$ cat config.mk
export PLATFORM = sky130hd
export DESIGN_NAME = me_result_collector
export DESIGN_NICKNAME = d
export VERILOG_FILES = /design/src/rtl/me_result_collector.sv
export SDC_FILE = /design/constraint.sdc
export NUM_CORES = 1
export LEC_CHECK = 0
export ABC_AREA = 1
export BUFFER_PORTS_ARGS = -buffer_cell sky130_fd_sc_hd__clkbuf_2
export CORE_UTILIZATION = 35
export DETAILED_ROUTE_END_ITERATION = 16
export GPL_TIMING_DRIVEN = 0
export PLACE_DENSITY = 0.59
export SETUP_SLACK_MARGIN = 0.05
export SLEW_MARGIN = 20
export SYNTH_ARGS = -nofsm -noshare
export SYNTH_HDL_FRONTEND = slang
export SYNTH_SLANG_ARGS = --single-unit
$ cat constraint.sdc
create_clock -name clk -period 3.1 [get_ports clk]
set_clock_uncertainty 0.05 [all_clocks]
set_input_delay 0.465 -clock clk [delete_from_list [all_inputs] [get_ports clk]]
set_output_delay 0.465 -clock clk [all_outputs]
set_load 0.03 [all_outputs]
$ cat src/rtl/me_result_collector.sv
// Motion-estimation result collector: tags each accepted ME result with its block index,
// buffers it in a first-word-fall-through FIFO and reports the per-frame minimum MSAD.
module me_result_collector #(
  parameter  int SAD_W   = 14,
  parameter  int COORD_W = 5,
  parameter  int DEPTH   = 8,
  parameter  int BLOCKS  = 16,
  localparam int IDX_W   = $clog2(BLOCKS),
  localparam int LVL_W   = $clog2(DEPTH) + 1
) (
  input  logic               clk,
  input  logic               rst,
  input  logic               en_i,
  input  logic               valid_i,
  input  logic [SAD_W-1:0]   sad_i,
  input  logic [COORD_W-1:0] row_i,
  input  logic [COORD_W-1:0] column_i,
  output logic               out_valid_o,
  input  logic               out_ready_i,
  output logic [SAD_W-1:0]   out_sad_o,
  output logic [COORD_W-1:0] out_row_o,
  output logic [COORD_W-1:0] out_column_o,
  output logic [IDX_W-1:0]   out_index_o,
  output logic [LVL_W-1:0]   level_o,
  output logic               overflow_o,
  output logic               frame_done_o,
  output logic [SAD_W-1:0]   best_sad_o,
  output logic [IDX_W-1:0]   best_index_o
);

  localparam int AW = $clog2(DEPTH);
  localparam int EW = SAD_W + 2 * COORD_W + IDX_W;

  localparam logic [LVL_W-1:0] LVL_FULL  = LVL_W'(DEPTH);
  localparam logic [IDX_W-1:0] IDX_LAST  = IDX_W'(BLOCKS - 1);

  logic [EW-1:0]      fifo_mem [DEPTH];

  logic [AW-1:0]      wr_ptr_q, wr_ptr_d;
  logic [AW-1:0]      rd_ptr_q, rd_ptr_d;
  logic [LVL_W-1:0]   level_q, level_d;
  logic               overflow_q, overflow_d;
  logic [IDX_W-1:0]   blk_idx_q, blk_idx_d;
  logic [SAD_W-1:0]   run_min_q, run_min_d;
  logic [IDX_W-1:0]   run_idx_q, run_idx_d;
  logic               frame_done_q, frame_done_d;
  logic [SAD_W-1:0]   best_sad_q, best_sad_d;
  logic [IDX_W-1:0]   best_idx_q, best_idx_d;

  logic               acc;
  logic               fifo_full;
  logic               fifo_empty;
  logic               pop;
  logic               push;
  logic               drop;
  logic               last_blk;
  logic [SAD_W-1:0]   cand_min;
  logic [IDX_W-1:0]   cand_idx;
  logic [EW-1:0]      wr_entry;
  logic [EW-1:0]      head_entry;

  // ---------------------------------------------------------------------------
  // FIFO control
  // ---------------------------------------------------------------------------
  assign acc        = valid_i & en_i;
  assign fifo_full  = (level_q == LVL_FULL);
  assign fifo_empty = (level_q == '0);
  assign pop        = out_ready_i & ~fifo_empty;
  // A simultaneous pop frees the slot, so a full FIFO can still take the push.
  assign push       = acc & (~fifo_full | pop);
  assign drop       = acc & fifo_full & ~pop;
  assign wr_entry   = {sad_i, row_i, column_i, blk_idx_q};

  // NOTE: every signal assigned in always_comb gets a default first, so no path
  // leaves it unassigned and no latch is inferred.
  always_comb begin
    wr_ptr_d   = wr_ptr_q;
    rd_ptr_d   = rd_ptr_q;
    level_d    = level_q;
    overflow_d = overflow_q | drop;
    if (push) wr_ptr_d = wr_ptr_q + AW'(1);
    if (pop)  rd_ptr_d = rd_ptr_q + AW'(1);
    unique case ({push, pop})
      2'b10:   level_d = level_q + LVL_W'(1);
      2'b01:   level_d = level_q - LVL_W'(1);
      default: level_d = level_q;
    endcase
  end

  // ---------------------------------------------------------------------------
  // Block index and frame minimum
  // ---------------------------------------------------------------------------
  assign last_blk = (blk_idx_q == IDX_LAST);

  always_comb begin
    cand_min = run_min_q;
    cand_idx = run_idx_q;
    // Block 0 starts a new frame; afterwards only a strictly smaller SAD wins.
    if (blk_idx_q == '0) begin
      cand_min = sad_i;
      cand_idx = '0;
    end else if (sad_i < run_min_q) begin
      cand_min = sad_i;
      cand_idx = blk_idx_q;
    end
  end

  always_comb begin
    blk_idx_d    = blk_idx_q;
    run_min_d    = run_min_q;
    run_idx_d    = run_idx_q;
    frame_done_d = 1'b0;
    best_sad_d   = best_sad_q;
    best_idx_d   = best_idx_q;
    if (acc) begin
      run_min_d = cand_min;
      run_idx_d = cand_idx;
      if (last_blk) begin
        blk_idx_d    = '0;
        frame_done_d = 1'b1;
        best_sad_d   = cand_min;
        best_idx_d   = cand_idx;
      end else begin
        blk_idx_d = blk_idx_q + IDX_W'(1);
      end
    end
  end

  // ---------------------------------------------------------------------------
  // State registers
  // ---------------------------------------------------------------------------
  // NOTE: sequential state uses non-blocking assignments only, so every flop
  // samples the pre-edge value of every other flop.
  always_ff @(posedge clk or negedge rst) begin
    if (!rst) begin
      wr_ptr_q     <= '0;
      rd_ptr_q     <= '0;
      level_q      <= '0;
      overflow_q   <= 1'b0;
      blk_idx_q    <= '0;
      run_min_q    <= '0;
      run_idx_q    <= '0;
      frame_done_q <= 1'b0;
      best_sad_q   <= '0;
      best_idx_q   <= '0;
    end else begin
      wr_ptr_q     <= wr_ptr_d;
      rd_ptr_q     <= rd_ptr_d;
      level_q      <= level_d;
      overflow_q   <= overflow_d;
      blk_idx_q    <= blk_idx_d;
      run_min_q    <= run_min_d;
      run_idx_q    <= run_idx_d;
      frame_done_q <= frame_done_d;
      best_sad_q   <= best_sad_d;
      best_idx_q   <= best_idx_d;
    end
  end

  // NOTE: the storage array has no reset; validity comes from level_q, and the
  // head outputs are forced to zero while the FIFO is empty.
  always_ff @(posedge clk) begin
    if (push) fifo_mem[wr_ptr_q] <= wr_entry;
  end

  // ---------------------------------------------------------------------------
  // Outputs
  // ---------------------------------------------------------------------------
  assign head_entry   = fifo_empty ? '0 : fifo_mem[rd_ptr_q];

  assign out_valid_o  = ~fifo_empty;
  assign out_sad_o    = head_entry[EW-1 -: SAD_W];
  assign out_row_o    = head_entry[IDX_W+COORD_W +: COORD_W];
  assign out_column_o = head_entry[IDX_W +: COORD_W];
  assign out_index_o  = head_entry[IDX_W-1:0];
  assign level_o      = level_q;
  assign overflow_o   = overflow_q;
  assign frame_done_o = frame_done_q;
  assign best_sad_o   = best_sad_q;
  assign best_index_o = best_idx_q;

endmodule

==> results of run 1 <==
## power by group
group          switching, mW  leakage (nW)  total, mW  internal [mW]
clock                   1.36         0.427       3.18           1.82
combinational           4.25          2.28       6.04           1.79
sequential             0.295          2.67       4.89           4.60
## cells in the mapped netlist, types with 2 or more instances
cell	n
nand2_2	3
nor3_1	2
edfxtp_1	224
inv_1	58
clkbuf_1	26
o21ai_0	140
buf_2	18
nand2_1	150
o22ai_1	28
xor2_1	5
nand4_1	2
nand3_1	54
dfrtp_1	52
o21ai_1	5
nand3_2	9
a21oi_1	6
inv_2	2
buf_6	4
a31oi_1	29
nor2_1	181
buf_4	6
ha_1	18
buf_1	2
## cell type report
cell class | instances | area share [%]
sequential | 276 | 58.1
multi-input combinational | 636 | 22.7
clock buffer | 35 | 5.56
timing repair buffer | 91 | 4.89
tap | 442 | 4.00
buffer | 57 | 2.48
inverter | 61 | 1.66
clock inverter | 15 | 0.679
## worst max-delay path by stage
stage / to / from / slack (ps) / depth (start not counted)
floorplan: fifo_mem[0][0]$_DFFE_PP_ / level_o[1]$_DFFE_PN0P_ / 160 / 7
detailed placement: out_sad_o[12] / rd_ptr_q[2]$_DFFE_PN0P_ / 360 / 6
CTS: out_sad_o[12] / rd_ptr_q[2]$_DFFE_PN0P_ / 40 / 6
global route: out_sad_o[0] / rd_ptr_q[0]$_DFFE_PN0P_ / -6 / 9
global placement: fifo_mem[2][13]$_DFFE_PP_ / valid_i / -1030 / 6
finish: out_sad_o[9] / rd_ptr_q[0]$_DFFE_PN0P_ / 90 / 9
## registers in the layout, summed over array words and instances, names as in the netlist
name          cells
best_index_o      4
run_idx_q         4
fifo_mem        224
level_o           4
rd_ptr_q          3
wr_ptr_q          3
blk_idx_q         4
run_min_q        14
overflow_o        1
frame_done_o      1
best_sad_o       14
## logic make-up (layout without fill, tap and decap cells)
| family | Yosys count | in the layout | synth area share (%) |
|---|---|---|---|
| xor+xnor | 5 | 5 | 0.377 |
| simple gates | 404 | 404 | 14.4 |
| compound gates | 209 | 209 | 9.65 |
| fa+ha+maj | 18 | 18 | 1.94 |
| buf+inv | 118 | 259 | 4.47 |
| flops | 276 | 276 | 69.2 |
## through the flow
stage | TNS, ps | setup slack (ps)
floorplan | 0 | 157
global route | -5.92 | -5.92
detailed placement | 0 | 356
finish | 0 | 87.8
global placement | -191890 | -1030
CTS | 0 | 43.8
## timing repair
action                     CTS  global route
hold buffers                 1             0
setup endpoints to repair   18            23
hold endpoints to repair    52             0
resized for setup           15            41
pin swaps                    0             1
cloned                       0             0
## metal layers
layer	up-vias	wire, um
li1	3838	-
met4	0	479
met1	3862	13100
met2	249	13600
met5	-	0
met3	38	1760
==> flow_metrics.tcl, run 1 <==
set metrics [dict create \
    status "finished, final reports clean" \
    drt_iter0_markers 653 \
    seq_area_frac_synth_pct 69.2 \
    multi_input_area_um2 3130 \
    yosys-top-cells-area "edfxtp_1 58%, dfrtp_1 11%, o21ai_0 6.0%" \
    port-buffer-count 81 \
    cts_buffer_depth 3 \
    clock.fmax_mhz 332 \
    ff2ff_path_depth 9 \
    hold_ws_ps 164 \
    hpwl_mm 19.2 \
    final_cell_area_um2 13800 \
    grtUsageMet2_pct 28.5 \
    fin_util_pct 42.4 \
    start_kind "flip-flop" \
    cp_data_required_time_ps 2580 \
    synth_area_leader_cell "edfxtp_1" \
    fin_cells 1613 \
    dieArea_um2 33900 \
    grtUsageMet3_pct 2.56 \
    fin_crit_sh_pct 97.2 \
    cap_violations 0 \
    root_buffer "clkbuf_16" \
    min_to "fifo_mem[3][5]$_DFFE_PP_" \
    p_leak_nw 5.38 \
    maxSlewHeadroom_pct 54.3 \
    antenna_found_initial 0 \
    timing.final.hold_violations 0 \
    synth-seq-cells 276 \
    worst_path_max_delay_cell "dfrtp_1" \
    die_h_um 184 \
    p_total_mw 14.1 \
    worstSkewPairLatency_ps 540 \
    drtAntennaViolNets 0 \
    async_flop_share_pct 18.8 \
    num_rows 66 \
    drc 0 \
    grtUsageTotal_pct 17.3 \
    grt_remaining_overflow 0 \
    ys_types 29 \
    synth_area_um2 11600 \
    initial_core_util_pct 35.6 \
    peakVddDrop_v 0.000512 \
    final_common_cell "edfxtp_1" \
    final_max_slew_viol_count 0 \
    vias_per_cell 4.95 \
    path_class "reg -> out" \
    cellPowerDensity_nw_per_um2 1020 \
    layout_common_cells "224 x edfxtp_1, 173 x nor2_1, 149 x nand2_1" \
    wl_mm 28.9 \
    rr_startpoint "level_o[2]$_DFFE_PN0P_" \
    yosysWarnings 0 \
    end_kind "output port" \
    crit_chain "buf_2 > inv_1 > buf_4 > buf_4 > o21ai_0 > o22ai_1 > o21ai_0 > a31oi_2 > clkbuf_4" \
    cts_setup_buffers 0 \
    seq_area_um2 8030 \
    synth_edf_count 224 \
    crit_fanout 10 \
    reg2reg_to "fifo_mem[1][11]$_DFFE_PP_" \
    grt_pass1_wl_mm 44.7 \
    arrival_ps 2500 \
    path_clk_slew_ps 60 \
    cts_sinks 276 \
    finalSetupViolCount 0 \
    fillers 3027 \
    place.gp.congestion 0.814 \
    grt_pass1_vias 7805 \
    rsz0062_at_grt "yes" \
    die_x_um 184 \
    whs_path_depth 1 \
    grt_max_degree 49 \
    drtPass1Iterations 5 \
    synthFlopType "edfxtp_1" \
    rrSetupSlack_ps 680 \
    syn_inst 1030 \
    cts_tree "done" \
    cts_buffers 28 \
    via_count 7987 \
    busiest_layer "met2" \
    synth_top_area_share_pct 58.0 \
    worst-path-buf-inv 5 \
    dpl.cell_count 1562 \
    worst_slew_pin_slew_ps 685 \
    io_pins 82 \
    syn_avg_cell_area_um2 11.3 \
    postPlaceCellArea_um2 12900 \
    syn2layout_area_growth_pct 19.1 \
    hp-class "in -> reg" \
    routedWlPerCell_um 17.9 \
    diodes 0 \
    met1_usage_pct 24.0 \
    cpLargestDelayFamily "buffers and inverters" \
    drive_gt1_share_pct 17.0 \
    h-tree-depth 1 \
    hp-start "column_i[1]" \
    fin_crit_ps 3010 \
    syn-num-nets 1077 \
    coreArea_um2 32600 \
    final_nets 1198 \
    max_stage_delay_ps 380 \
]
Power figures use the tool's default switching activity.
==> run 2, diff against run 1 <==
Settings changed: REMOVE_ABC_BUFFERS set to 1.
==> run 2 against run 1 <==
  * Sequential share of layout area fell by 0.28 points
  * Cell area increased by 0.57%
  * Critical endpoint is now out_sad_o[3]
  * Combinational power down 2%
==> flow_metrics.tcl, run 2 (synthesized netlist as in run 1, its figures left out) <==
set metrics [dict create \
    status "finished, final reports clean" \
    multi_input_area_um2 3140 \
    cp_data_required_time_ps 2580 \
    hpwl_mm 15.4 \
    grt_pass1_wl_mm 43.5 \
    cp_num_cells 8 \
    finalSetupViolCount 0 \
    regMostFlops "fifo_mem" \
    drc 0 \
    syn2layout_area_growth_pct 19.8 \
    cts_tree "done" \
    grtUsageTotal_pct 16.9 \
    seq_area_um2 8040 \
    arrival_ps 2430 \
    start_kind "flip-flop" \
    rrSetupSlack_ps 530 \
    grt_remaining_overflow 0 \
    critical_path.endpoint "out_sad_o[3]" \
    worst_slew_pin_slew_ps 965 \
    p_leak_nw 5.36 \
    root_buffer "clkbuf_16" \
    fin_crit_sh_pct 95.0 \
    drt_iter0_markers 504 \
    cellPowerDensity_nw_per_um2 1040 \
    h-tree-depth 1 \
    reg2reg_to "run_idx_q[2]$_DFFE_PN0P_" \
    cts_buffers 28 \
    maxSlewHeadroom_pct 35.6 \
    cts_sinks 276 \
    dpl.cell_count 1509 \
    initial_core_util_pct 35.6 \
    cpLargestDelayFamily "buffers and inverters" \
    cap_violations 0 \
    timing.final.hold_violations 0 \
    hp-class "in -> reg" \
    clock.fmax_mhz 339 \
    drtAntennaViolNets 0 \
    ff2ff_path_depth 10 \
    io_pins 82 \
    crit_fanout 32 \
    path_clk_slew_ps 60 \
    antenna_found_initial 0 \
    grt_pass1_vias 7510 \
    worstSkewPairLatency_ps 540 \
    rr_startpoint "run_min_q[9]$_DFFE_PN0P_" \
    max_stage_delay_ps 530 \
    worst_slack_ps 154 \
    dieArea_um2 33900 \
    place_ws_ps -257 \
    end_kind "output port" \
    drive_gt1_share_pct 16.1 \
    rsz0062_at_grt "no" \
    drtPass1Iterations 5 \
    fin_crit_ps 2950 \
    worst_path_max_delay_cell "dfrtp_4" \
    via_count 7746 \
    port-buffer-count 81 \
    setup_tns_ps 0 \
    die_h_um 184 \
    diodes 0 \
    worst-path-buf-inv 4 \
    grt_max_degree 58 \
    fin_cells 1571 \
    fillers 3054 \
    cts_buffer_depth 3 \
    crit_chain "buf_16 > clkinv_16 > buf_16 > o21ai_0 > o22ai_1 > o21ai_0 > a31oi_1 > buf_4" \
    final_max_slew_viol_count 0 \
    die_x_um 184 \
    final_nets 1154 \
    layout_common_cells "224 x edfxtp_1, 173 x nor2_1, 149 x nand2_1" \
    peakVddDrop_v 0.000612 \
    path_class "reg -> out" \
    largest_reg_flops 224 \
    coreArea_um2 32600 \
    num_rows 66 \
    place.gp.congestion 0.746 \
    crit_path_start "rd_ptr_q[0]$_DFFE_PN0P_" \
    final_common_cell "edfxtp_1" \
    routedWlPerCell_um 17.9 \
    vias_per_cell 4.93 \
    wl_mm 28.1 \
    fin_util_pct 42.6 \
]
==> run 2: changes by cell type in the layout (fill, tap and decap cells not counted), sizes merged <==
cell / change
buf: -20
bufinv: +4
clkinvlp: +2
clkbuf: -28
inv: +1
bufbuf: +1
clkinv: -2
==> run 2: final cells by class <==
type	count	share of cell area (%)
Tap cell	442	3.98
Multi-Input combinational cell	636	22.6
Timing Repair Buffer	103	6.60
Clock buffer	33	5.40
Sequential cell	276	57.8
Clock inverter	19	1.64
Timing Repair inverter	1	0.0630
Inverter	61	1.95
==> run 2: worst min path at each step <==
stage	from	to	slack, ps	cells past startpoint
CTS	row_i[1]	fifo_mem[6][10]$_DFFE_PP_	130	1
finish	row_i[1]	fifo_mem[4][10]$_DFFE_PP_	150	1
floorplan	rst	best_index_o[0]$_DFFE_PN0P_	120	0
detailed placement	rst	best_sad_o[1]$_DFFE_PN0P_	300	1
global placement	run_min_q[12]$_DFFE_PN0P_	run_min_q[12]$_DFFE_PN0P_	410	2
global route	row_i[1]	fifo_mem[6][10]$_DFFE_PP_	140	1
==> run 2: repair_timing <==
action / in CTS / in global routing
resized for setup: 10 / 11
endpoints found under the hold margin: 10 / 0
cloned: 3 / 1
hold buffers: 1 / 0
setup endpoints to repair: 28 / 12
buffers inserted: 5 / 0
==> run 2: stage by stage <==
step	power, mW	hold slack, ps	area (um^2)
global placement	10.3	412	12300
floorplan	8.62	119	11300
global route	15.3	142	13900
CTS	14.5	129	13900
finish	14.4	151	13900
detailed placement	10.5	301	12700
==> run 2: per-layer routing <==
layer  share of wire [%]  vias up  wire length, um  GRT usage (%)
li1                    -     3761                -              -
met1                  46     3779            12900           22.9
met2                  48      170            13600           28.8
met3                 4.0       36             1120           2.12
met4                 1.7        0              477           4.03
met5                   0        -                0              0
==> run 2: report_power, final <==
group / internal [mW] / switching (mW) / leakage (nW)
Sequential: 4.60 / 0.368 / 2.67
Combinational: 1.84 / 4.05 / 2.21
Clock: 2.15 / 1.41 / 0.477
Total: 8.59 / 5.82 / 5.36
